File: src/rtl/wb_arbiter.sv
// Writeback arbiter: merges ALU results and FIFO-buffered load returns onto one
// register-file write port. Optional counters under WB_STATS_EN.
module wb_arbiter #(
  parameter int LD_DEPTH     = 4,
  parameter int STARVE_LIMIT = 3
) (
  input  logic        clk,
  input  logic        rst,
  input  logic        alu_valid,
  output logic        alu_ready,
  input  logic [4:0]  alu_waddr,
  input  logic [31:0] alu_wdata,
  input  logic        ld_valid,
  output logic        ld_ready,
  input  logic [4:0]  ld_waddr,
  input  logic [31:0] ld_wdata,
  output logic        rf_we,
  output logic [4:0]  rf_waddr,
  output logic [31:0] rf_din,
  output logic        ld_pending
`ifdef WB_STATS_EN
  ,
  output logic [15:0] stat_forced,
  output logic [15:0] stat_drop0
`endif
);

  localparam int PTR_W = (LD_DEPTH > 1) ? $clog2(LD_DEPTH) : 1;
  localparam int CNT_W = $clog2(LD_DEPTH + 1);
  localparam logic [CNT_W-1:0] FULL_CNT = CNT_W'(LD_DEPTH);
  localparam logic [3:0] LIMIT = 4'(STARVE_LIMIT);

  logic [36:0]      mem_q [LD_DEPTH];
  logic [36:0]      mem_d [LD_DEPTH];
  logic [PTR_W-1:0] wr_ptr_q, wr_ptr_d;
  logic [PTR_W-1:0] rd_ptr_q, rd_ptr_d;
  logic [CNT_W-1:0] count_q, count_d;
  logic [3:0]       starve_q, starve_d;
  logic             rf_we_q, rf_we_d;
  logic [4:0]       rf_waddr_q, rf_waddr_d;
  logic [31:0]      rf_din_q, rf_din_d;

  logic        empty, full, force_ld, grant_alu, grant_ld, push;
  logic [4:0]  gnt_waddr;
  logic [31:0] gnt_wdata;
  logic [36:0] head;

  assign empty     = (count_q == '0);
  assign full      = (count_q == FULL_CNT);
  assign head      = mem_q[rd_ptr_q];
  assign force_ld  = !empty && (starve_q == LIMIT);
  assign grant_alu = !force_ld && alu_valid;
  assign grant_ld  = force_ld || (!alu_valid && !empty);
  assign push      = ld_valid && !full;

  assign alu_ready  = !force_ld;
  assign ld_ready   = !full;
  assign ld_pending = !empty;
  assign rf_we      = rf_we_q;
  assign rf_waddr   = rf_waddr_q;
  assign rf_din     = rf_din_q;

  always_comb begin
    mem_d    = mem_q;
    wr_ptr_d = wr_ptr_q;
    rd_ptr_d = rd_ptr_q;
    count_d  = count_q;
    if (push) begin
      mem_d[wr_ptr_q] = {ld_waddr, ld_wdata};
      wr_ptr_d        = wr_ptr_q + PTR_W'(1);
    end
    if (grant_ld) begin
      rd_ptr_d = rd_ptr_q + PTR_W'(1);
    end
    case ({push, grant_ld})
      2'b10:   count_d = count_q + CNT_W'(1);
      2'b01:   count_d = count_q - CNT_W'(1);
      default: count_d = count_q;
    endcase
  end

  // Counts losses of a waiting head; a granted or absent head resets it.
  always_comb begin
    starve_d = starve_q;
    if (empty || grant_ld) begin
      starve_d = '0;
    end else if (starve_q != LIMIT) begin
      starve_d = starve_q + 4'd1;
    end
  end

  always_comb begin
    gnt_waddr  = grant_ld ? head[36:32] : alu_waddr;
    gnt_wdata  = grant_ld ? head[31:0]  : alu_wdata;
    rf_we_d    = 1'b0;
    rf_waddr_d = rf_waddr_q;
    rf_din_d   = rf_din_q;
    // r0 writes are consumed upstream but never reach the register file.
    if ((grant_alu || grant_ld) && (gnt_waddr != 5'd0)) begin
      rf_we_d    = 1'b1;
      rf_waddr_d = gnt_waddr;
      rf_din_d   = gnt_wdata;
    end
  end

  always_ff @(posedge clk) begin
    mem_q <= mem_d;
  end

  always_ff @(posedge clk or negedge rst) begin
    if (!rst) begin
      wr_ptr_q   <= '0;
      rd_ptr_q   <= '0;
      count_q    <= '0;
      starve_q   <= '0;
      rf_we_q    <= 1'b0;
      rf_waddr_q <= '0;
      rf_din_q   <= '0;
    end else begin
      wr_ptr_q   <= wr_ptr_d;
      rd_ptr_q   <= rd_ptr_d;
      count_q    <= count_d;
      starve_q   <= starve_d;
      rf_we_q    <= rf_we_d;
      rf_waddr_q <= rf_waddr_d;
      rf_din_q   <= rf_din_d;
    end
  end

`ifdef WB_STATS_EN
  logic [15:0] stat_forced_q, stat_forced_d;
  logic [15:0] stat_drop0_q, stat_drop0_d;

  always_comb begin
    stat_forced_d = stat_forced_q;
    stat_drop0_d  = stat_drop0_q;
    if (force_ld && (stat_forced_q != 16'hFFFF)) begin
      stat_forced_d = stat_forced_q + 16'd1;
    end
    if ((grant_alu || grant_ld) && (gnt_waddr == 5'd0) && (stat_drop0_q != 16'hFFFF)) begin
      stat_drop0_d = stat_drop0_q + 16'd1;
    end
  end

  always_ff @(posedge clk or negedge rst) begin
    if (!rst) begin
      stat_forced_q <= '0;
      stat_drop0_q  <= '0;
    end else begin
      stat_forced_q <= stat_forced_d;
      stat_drop0_q  <= stat_drop0_d;
    end
  end

  assign stat_forced = stat_forced_q;
  assign stat_drop0  = stat_drop0_q;
`endif

endmodule

File: config.mk
export PLATFORM = sky130hd
export DESIGN_NAME = wb_arbiter
export DESIGN_NICKNAME = d
export VERILOG_FILES = /design/src/rtl/wb_arbiter.sv
export SDC_FILE = /design/constraint.sdc
export NUM_CORES = 1
export LEC_CHECK = 0
export ABC_AREA = 0
export CAP_MARGIN = 25
export CORE_MARGIN = 8
export CORE_UTILIZATION = 45
export CTS_BUF_LIST = sky130_fd_sc_hd__clkbuf_8 sky130_fd_sc_hd__clkbuf_16
export CTS_CLUSTER_DIAMETER = 100
export DETAILED_ROUTE_END_ITERATION = 7
export DONT_BUFFER_PORTS = 1
export SYNTH_ARGS = -nofsm -noshare
export SYNTH_HDL_FRONTEND = slang
export SYNTH_SLANG_ARGS = --single-unit
File: constraint.sdc
create_clock -name clk -period 3.6 [get_ports clk]
set_input_delay 0.72 -clock clk [delete_from_list [all_inputs] [get_ports clk]]
set_output_delay 0.72 -clock clk [all_outputs]
set_load 0.05 [all_outputs]
## Word level (Yosys, flattened, before mapping)

Index checks and enable logic that the tools add are counted.

| word-level totals | value |
|---|---|
| logic and storage cells | 55 |
| register bits | 197 |
| output and inout bits | 41 |
| bits of input ports | 78 |

| operators by class | value |
|---|---|
| reduce and logical (&&, ||, !) cells | 17 |
| multiplexer cells | 12 |
| magnitude comparators | 3 |
| bitwise gates (word level) | 2 |
| equality and inequality tests | 5 |
| $add $sub $neg | 5 |

Operator list:

| cell | number |
|---|---|
| bitwise mux 148 bit | 1 |
| 2-to-1 mux 37 bit | 3 |
| binary-select mux 37 bit (select 2 bit) | 1 |
| demux 37 bit (select 2 bit) | 1 |
| 2-to-1 mux 32 bit | 1 |
| 2-to-1 mux 4 bit | 2 |
| greater-or-equal comparator 3 bit, second input constant | 2 |
| logical AND 1 bit | 6 |
| inverter 2 -> 3 bit | 2 |
| one-hot mux 3 bit (2 select lines) | 1 |
| 2-to-1 mux 5 bit | 1 |
| nonzero test 5 bit | 1 |
| adder 2 x 1 -> 2 bit, second input constant | 2 |
| adder 4 x 1 -> 4 bit, second input constant | 1 |
| equality test 4 x 2 -> 1 bit, second input constant | 1 |
| zero test 1 bit | 4 |
| != test 4 x 2 -> 1 bit, second input constant | 1 |
| nonzero test 2 bit | 2 |
| adder 3 x 1 -> 3 bit, second input constant | 1 |
| equality test 3 bit, second input constant | 1 |
| zero test 3 bit | 1 |
| logical OR 1 bit | 3 |
| < comparator 3 x 1 -> 1 bit, second input constant | 1 |
| subtractor 3 x 1 -> 3 bit, second input constant | 1 |
| other kinds (3) | 3 |

## Longest topological paths before layout

Gate-level depths: netlist of the first run.

| logic depth | value |
|---|---|
| depth after elaboration | 8 |
| mapped depth | 12 |

## Worst setup path after synthesis of the first run

No wires, ideal clock.

| path | value |
|---|---|
| path kind | flip-flop to flip-flop |
| start point | register count_q[2] |
| end point | register count_q[2] |
| arrival | 2534 ps |
| cell stages (with the launch flop) | 13 |
| path buffers | 2 |
| setup slack | 987 ps |
| period minus slack after synthesis | 2613 ps |
| path through | dfrtp_1 > nor3_2 > inv_1 > o21ai_2 > inv_1 > buf_2 > buf_2 > ha_1 > inv_1 > fa_1 > xor2_1 > nor2_1 > xor2_1 |

| between the ends | value |
|---|---|
| cells in the longest elaborated chain, start to end | 6 |
| elaborated cells between the ends (all ways) | 14 |
| those cells by class | add/sub: 2; eq/ne: 3; mux: 1; reduce/logical: 8 |

Ends and longest elaborated chain:

| what | line | source |
|---|---|---|
| start: declaration | 37 | `logic [CNT_W-1:0] count_q, count_d;` |
| start signal: assignment | 122 | `count_q <= count_d;` |
| zero test 3 bit (*) | 48 | `assign empty = (count_q == '0);` |
| zero test 1 bit (*) | -- |  |
| net ld_pending | 20 | `output logic ld_pending` |
| logical AND 1 bit, on equally long branches | 51, 53 |  |
| logical OR 1 bit (*) | 53 | `assign grant_ld = force_ld \|\| (!alu_valid && !empty);` |
| equality test 2 x 1 -> 1 bit / equality test 2 bit (equally long branches) | 75 | `case ({push, grant_ld})` |
| one-hot mux 3 bit (2 select lines) / nonzero test 2 bit (equally long branches) | -- |  |

The timed path passes the listed nets; every way through them passes the cells marked *.
A chain may end at the register's enable or synchronous reset.

## Worst setup path in the final report of the first run

| path | value |
|---|---|
| start point | register starve_q[0] |
| end point | register rf_din_q[30] (netlist: rf_din[30]) |

| between the ends | value |
|---|---|
| cells in the longest elaborated chain, start to end | 6 |
| elaborated cells between the ends (all ways) | 10 |
| those cells by class | eq/ne: 1; mux: 2; reduce/logical: 7 |

Ends and longest elaborated chain:

| what | line | source |
|---|---|---|
| start: declaration | 38 | `logic [3:0] starve_q, starve_d;` |
| start signal: assignment | 123 | `starve_q <= starve_d;` |
| equality test 4 x 2 -> 1 bit (*) | 51 | `assign force_ld = !empty && (starve_q == LIMIT);` |
| logical AND 1 bit (*) | 51 |  |
| logical OR 1 bit / zero test 1 bit (equally long branches) | 53, 52 |  |
| 2-to-1 mux 5 bit / logical AND 1 bit (equally long branches) | 93, 52 |  |
| nonzero test 5 bit / logical OR 1 bit (equally long branches) | 99 | `if ((grant_alu \|\| grant_ld) && (gnt_waddr != 5'd0)) begin` |
| logical AND 1 bit | 99 |  |
| end signal: assignment | 126 | `rf_din_q <= rf_din_d;` |
| end: declaration | 41 | `logic [31:0] rf_din_q, rf_din_d;` |

Mark *: on every way between the ends. The rest lies on a longest branch, timed or not.

==> results of run 1 <==
## what timing repair did
action,CTS,global route
setup endpoints to repair,0,0
hold endpoints to repair,49,0
hold buffers,1,0
## power by group
group / total (mW) / switching [mW] / leakage (nW) / internal [mW]
combinational: 2.11 / 0.955 / 0.958 / 1.15
clock: 1.91 / 0.801 / 0.294 / 1.11
sequential: 4.22 / 1.14 / 1.93 / 3.08
## sequential cells by signal (all words and copies together) (netlist names)
signal    count
rf_waddr      5
mem_q       148
rf_we         1
rd_ptr_q      2
starve_q      4
count_q       3
rf_din       32
wr_ptr_q      2
## cells in the final DEF, fill, tap and decap left out, types with 6 or more instances in the layout
cell type and n:
clkbuf_16 17, inv_1 12, mux2_2 43, dfrtp_1 47
edfxtp_1 148, ha_1 6, buf_4 6, mux2_4 28
mux4_2 37, nor2_1 6
## final cells by class
cell class	instances	area, um2
multi-input combinational	158	2150
sequential	197	5670
inverter	11	41.3
clock inverter	14	160
fill	1389	8390
tap	225	282
clock buffer	18	439
timing repair buffer	11	160
## final timing paths
path	startpoint	to
min	rst	rf_din[31]$_DFFE_PN0P_
max reg2reg	starve_q[0]$_DFFE_PN0P_	rf_din[30]$_DFFE_PN0P_
min in group clk	ld_wdata[15]	mem_q[126]$_DFFE_PP_
max in group asynchronous	rst	rd_ptr_q[1]$_DFFE_PN0N_
max	starve_q[0]$_DFFE_PN0P_	rf_din[30]$_DFFE_PN0P_
min reg2reg	starve_q[0]$_DFFE_PN0P_	starve_q[0]$_DFFE_PN0P_
## worst max-delay path: stages (launching register included)
cell and delay, ns:
dfrtp_1 0.38, ha_1 0.20, nor3b_1 0.43, o21ai_2 0.17, a22oi_4 0.87, buf_4 0.38, mux2_4 0.32
## logic make-up after synthesis
kind of cell,count (synthesis)
DFF,197
muxes,108
buffers and inverters,26
and+or+nand+nor,25
AOI/OAI and AO/OA,10
xor gates and xnor gates,8
adders and majority gates,7
## metal layers
metal | vias up | global-route usage (%) | wire length [um]
met1 | 1891 | 17.6 | 6300
met4 | 0 | 4.09 | 128
met2 | 103 | 24.0 | 7710
met5 | - | 0 | 0
li1 | 1534 | - | -
met3 | 14 | 5.92 | 1180
## per-stage QoR
stage	power, mW	hold WS, ns
CTS	8.36	0.145
detailed placement	6.43	0.426
global route	8.63	0.144
global placement	6.31	0.426
finish	8.23	0.151
floorplan	5.84	0.424
==> run metrics, run 1 <==
status finished, final reports clean; # diodes 0; Post-CTS Setup Inserts 0; prevailing post-synth register cell edfxtp_1; sum of negative setup slack 0 ns; I/O Pins approximately 120; drt pass-1 iters 4; DR DRC count 0; Hold Fails Final Rpt 0; Syn Area/Cell 20.9 um2; largest family of logic cells by synthesized area multiplexers; count leader, synth edfxtp_1; post-synthesis xor/xnor area fraction less than 1%; final worst slack ~0.71 ns; worst hold path type in -> async; worst path required time between 3 and 4 ns; share of layout cells above drive strength 1 around two fifths; Post-DP HPWL approximately 10,000 um; H-Tree Depth 4; drt wl/cell between 20 and 25 um; Mapped Area around 7900 um2; main area contributors after synthesis edfxtp_1 (56%), dfrtp_1 (15%), mux4_2 (10%); post-synthesis sequential area ratio between 70% and 80%; Via-to-Cell Ratio roughly 5.6; Final setup viols 0; post-cts resize count 0; Final #Nets between 400 and 500; post-synthesis mux area share ~22%; Clock Latency Late Sink 0.43 ns; Worst R2R Path Depth 6; clock buffer depth 2; CORE AREA roughly 17,000 um2; Starting Density a little under half; gpl congestion between 0.7 and 0.8; Final Util between 50% and 60%; largest net degree at the start of global routing 50; synth warn 0; clock slew at reported path FFs 0.07 ns; final cell count without fillers about 630; vias in the first global route approximately 4,000; Seq cells post-synth around 200; Max VDD drop 406 uV; RSZ-0062 raised after global routing false; Final Instance Area 8900 um2; power per standard cell area a little over 900 nW/um2; initial antenna violation count 0; CP max FO 22; Port Buf Inserts 0; clk root buf clkbuf_16; CTS sink cnt roughly 200; global-route wire length before repair 24,000 um; Adder-Cell Fraction of Synth Area 1.20%; Starting DRT DRC Count between 150 and 200; routed vias approximately 3,500; max cap viols 0; EDFF count, synth approximately 150; slew margin rel. roughly 29%; die height between 100 and 150 um; Fmax 346 MHz; Synth Area in Compound Gates around 1.3%; area delta synth->final 12.1%; DP Cell Count ~600; Period Utilization, post-route approximately four fifths; Die Wd around 150 um; Worst Tran Pin Value 1.06 ns; Final ANT Viol Nets 0; post-synth top area cell edfxtp_1; CP endpoint kind flop; Final min period 2.89 ns; CP Class reg -> reg; critical path arrival 3.19 ns; share of the synthesized area in the top cell type a little under three fifths; r2r setup slk between 0.7 and 0.8 ns; Placement Setup Slack 0.649 ns; row cnt between 40 and 50; startpoint type of the worst setup path flop; Post-synth ARST share 24.9%; Clock Skew ~0.013 ns; cell leakage power roughly 3.2 nW; CTS Buf Count 17; Yosys cell types 31; grt ovf 0; Area after DPL ~8300 um2; Simple-Gate Fraction of Synth Area under 10%; Pins Over Slew Limit 0; CTS tree done; Commonest cells post-synth edfxtp_1 (148), dfrtp_1 (49), mux2_2 (43); Post-Syn Instances 381; post-synthesis net count 466; final WL 15,300 um; Die ar. 22,200 um2; gr usage total between 10 and 15%
(Power assumes the default switching activity.)
==> run 2: changes to the inputs <==
Clock period 3.6 ns to 2.5 ns, I/O delays scaled along.
==> run 2 against run 1 <==
  * Maximum frequency up 24%
  * Non-clock buffer count is 9 higher
  * Combinational power grew 51%
  * Register-to-register slack lost 0.53 ns
  * Clock skew up 0.0012 ns
  * Critical path depth did not move
  * Cell count increased by 1.4%
  * Worst setup slack got worse by 0.53 ns
  * Core utilization rose by 0.23 points
  * Via count hardly changed
  * Power grew 43%
  * Worst hold slack improved by 0.014 ns
  * Critical path type unchanged
==> run metrics, run 2 (synthesized netlist as in run 1, its figures left out) <==
gr usage total 14.3% (-0.33 points); commonest non-fill, non-tap cell in the layout edfxtp_1; most frequent cells in the layout edfxtp_1 (148), dfrtp_1 (47), mux2_2 (43); CTS tree done; clk root buf clkbuf_16; CP max FO 19 (-14%); fill count 1,396 (+0.50%); initial antenna violation count 0 (unchanged); final WL 15,200 um (-1.1%); I/O Pins 119 (unchanged); Final ANT Viol Nets 0 (unchanged); gpl congestion 0.758 (+0.45%); grt ovf 0 (unchanged); CORE AREA 17,300 um2 (unchanged); largest net degree at the start of global routing 50 (unchanged); Clock Latency Late Sink 0.43 ns (about the same); area delta synth->final 12.6%; Final Util 51.7% (+0.23 points); worst path required time 2.81 ns (-1.09 ns); Pins Over Slew Limit 0 (unchanged); worst hold path type in -> reg; Slowest-stage cell, CP or3b_2; Worst Tran Pin Value 0.519 ns (-0.539 ns); Die ar. 22,200 um2 (unchanged); H-Tree Depth 4 (unchanged); Clock Skew 0.0142 ns (+0.00123 ns); power per standard cell area 1310 nW/um2 (+42%); Max VDD drop 626 uV (+54%); max reg flops 148 (unchanged); drt pass-1 iters 5 (+1); status finished, final reports clean; clock slew at reported path FFs 0.07 ns (about the same); Final min period 2.32 ns (-0.568 ns); CP Class reg -> reg; Die Wd 149 um (unchanged); max cap viols 0 (unchanged); global-route wire length before repair 23,100 um (-3.7%); Post-DP HPWL 10,100 um (-1.4%); CTS Buf Count 17 (unchanged); share of layout cells above drive strength 1 41.4% (+2.3 points); CTS sink cnt 197 (unchanged); Final #Nets 490 (+1.9%); Period Utilization, post-route 92.7% (+13 points); Port Buf Inserts 0 (unchanged); clock buffer depth 2 (unchanged); crit path cell chain ha_1, or3b_2, a2111oi_4, a22oi_4, buf_12, mux2_4; cell leakage power 3.20 nW (+0.60%); slew margin rel. 65.4% (+36 points); Via-to-Cell Ratio 5.50 (-1.5%); Post-CTS Setup Inserts 0 (unchanged); startpoint type of the worst setup path flop; Starting Density 45.9% (unchanged); Fmax 431 MHz (+24%); routed vias 3,539 (-0.085%); # diodes 0 (unchanged); sum of negative setup slack 0 ns (unchanged); Largest delay share family, worst path compound AO/OA/AOI/OAI gates; drt wl/cell 23.6 um (-2.5%); die height 149 um (unchanged); row cnt 48 (unchanged); critical path arrival 2.63 ns (-0.56 ns); slowest stage delay, CP 0.50 ns (-0.37 ns); CP endpoint kind flop; RSZ-0062 raised after global routing false; vias in the first global route 3,846 (-2.7%); Starting DRT DRC Count 153 (-14%); Hold Fails Final Rpt 0 (unchanged); Top reg by flops mem_q; DR DRC count 0 (unchanged); Final setup viols 0 (unchanged); WP buf/inv 1 (unchanged)
## run 2: changes by cell type in the layout (fill, tap and decap cells not counted), moves of 2 or more
cell,previous run,this run
clkinvlp_4,2,6
inv_1,12,10
bufinv_16,3,1
buf_4,6,13
buf_12,3,5
## run 2: cell type report
type | count | area [um2] | share of cell area [%]
inverters | 11 | 41.3 | 0.462
clock buffers | 17 | 425 | 4.76
multi-input cells | 158 | 2160 | 24.1
well taps | 225 | 282 | 3.15
repair buffers | 20 | 235 | 2.63
clock inverters | 15 | 131 | 1.47
flip-flops and latches | 197 | 5670 | 63.4
## run 2: stage by stage
| stage | setup WS (ns) | std cells | total power, mW | hold WS [ns] | instance area, um2 |
|---|---|---|---|---|---|
| floorplan | 0.0379 | 381 | 8.41 | 0.204 | 7950 |
| global placement | 0.232 | 609 | 9.23 | 0.206 | 8350 |
| detailed placement | 0.188 | 609 | 9.32 | 0.206 | 8350 |
| CTS | 0.0604 | 643 | 11.9 | 0.146 | 8940 |
| global route | 0.0956 | 643 | 12.3 | 0.132 | 8940 |
| finish | 0.182 | 643 | 11.7 | 0.165 | 8940 |
## run 2: final timing paths
check                                         from                      end  slack, ns  cells past startpoint
setup / recovery           starve_q[0]$_DFFE_PN0P_   rf_din[13]$_DFFE_PN0P_       0.18                      6
hold / removal                        ld_wdata[14]      mem_q[51]$_DFFE_PP_       0.16                      0
setup reg to reg           starve_q[0]$_DFFE_PN0P_   rf_din[13]$_DFFE_PN0P_       0.18                      6
hold reg to reg            starve_q[0]$_DFFE_PN0P_  starve_q[0]$_DFFE_PN0P_       0.47                      1
max in group asynchronous                      rst  rd_ptr_q[1]$_DFFE_PN0N_       1.67                      2
min in group asynchronous                      rst   rf_din[30]$_DFFE_PN0P_       0.60                      2
## run 2: power by group
part	switching (mW)	internal, mW
logic	1.46	1.73
registers	1.56	4.43
clock network	1.19	1.38
## run 2: worst reg2reg max path, stage by stage (launching register included)
cell       delay, ns
dfrtp_1         0.37
ha_1            0.20
or3b_2          0.50
a2111oi_4       0.44
a22oi_4         0.16
buf_12          0.19
mux2_4          0.34
## run 2: per-layer routing
| metal | track usage, % | share of wire (%) | vias to the layer above |
|---|---|---|---|
| li1 | - | - | 1559 |
| met1 | 17.0 | 42 | 1869 |
| met2 | 23.3 | 49 | 98 |
| met3 | 6.19 | 7.9 | 13 |
| met4 | 4.09 | 0.94 | 0 |
| met5 | 0 | 0 | - |
## run 2: timing repair
item                                   CTS  global route
setup endpoints to repair                0             1
resized for setup                        0             1
endpoints found under the hold margin   49             0
hold buffers                             2             0
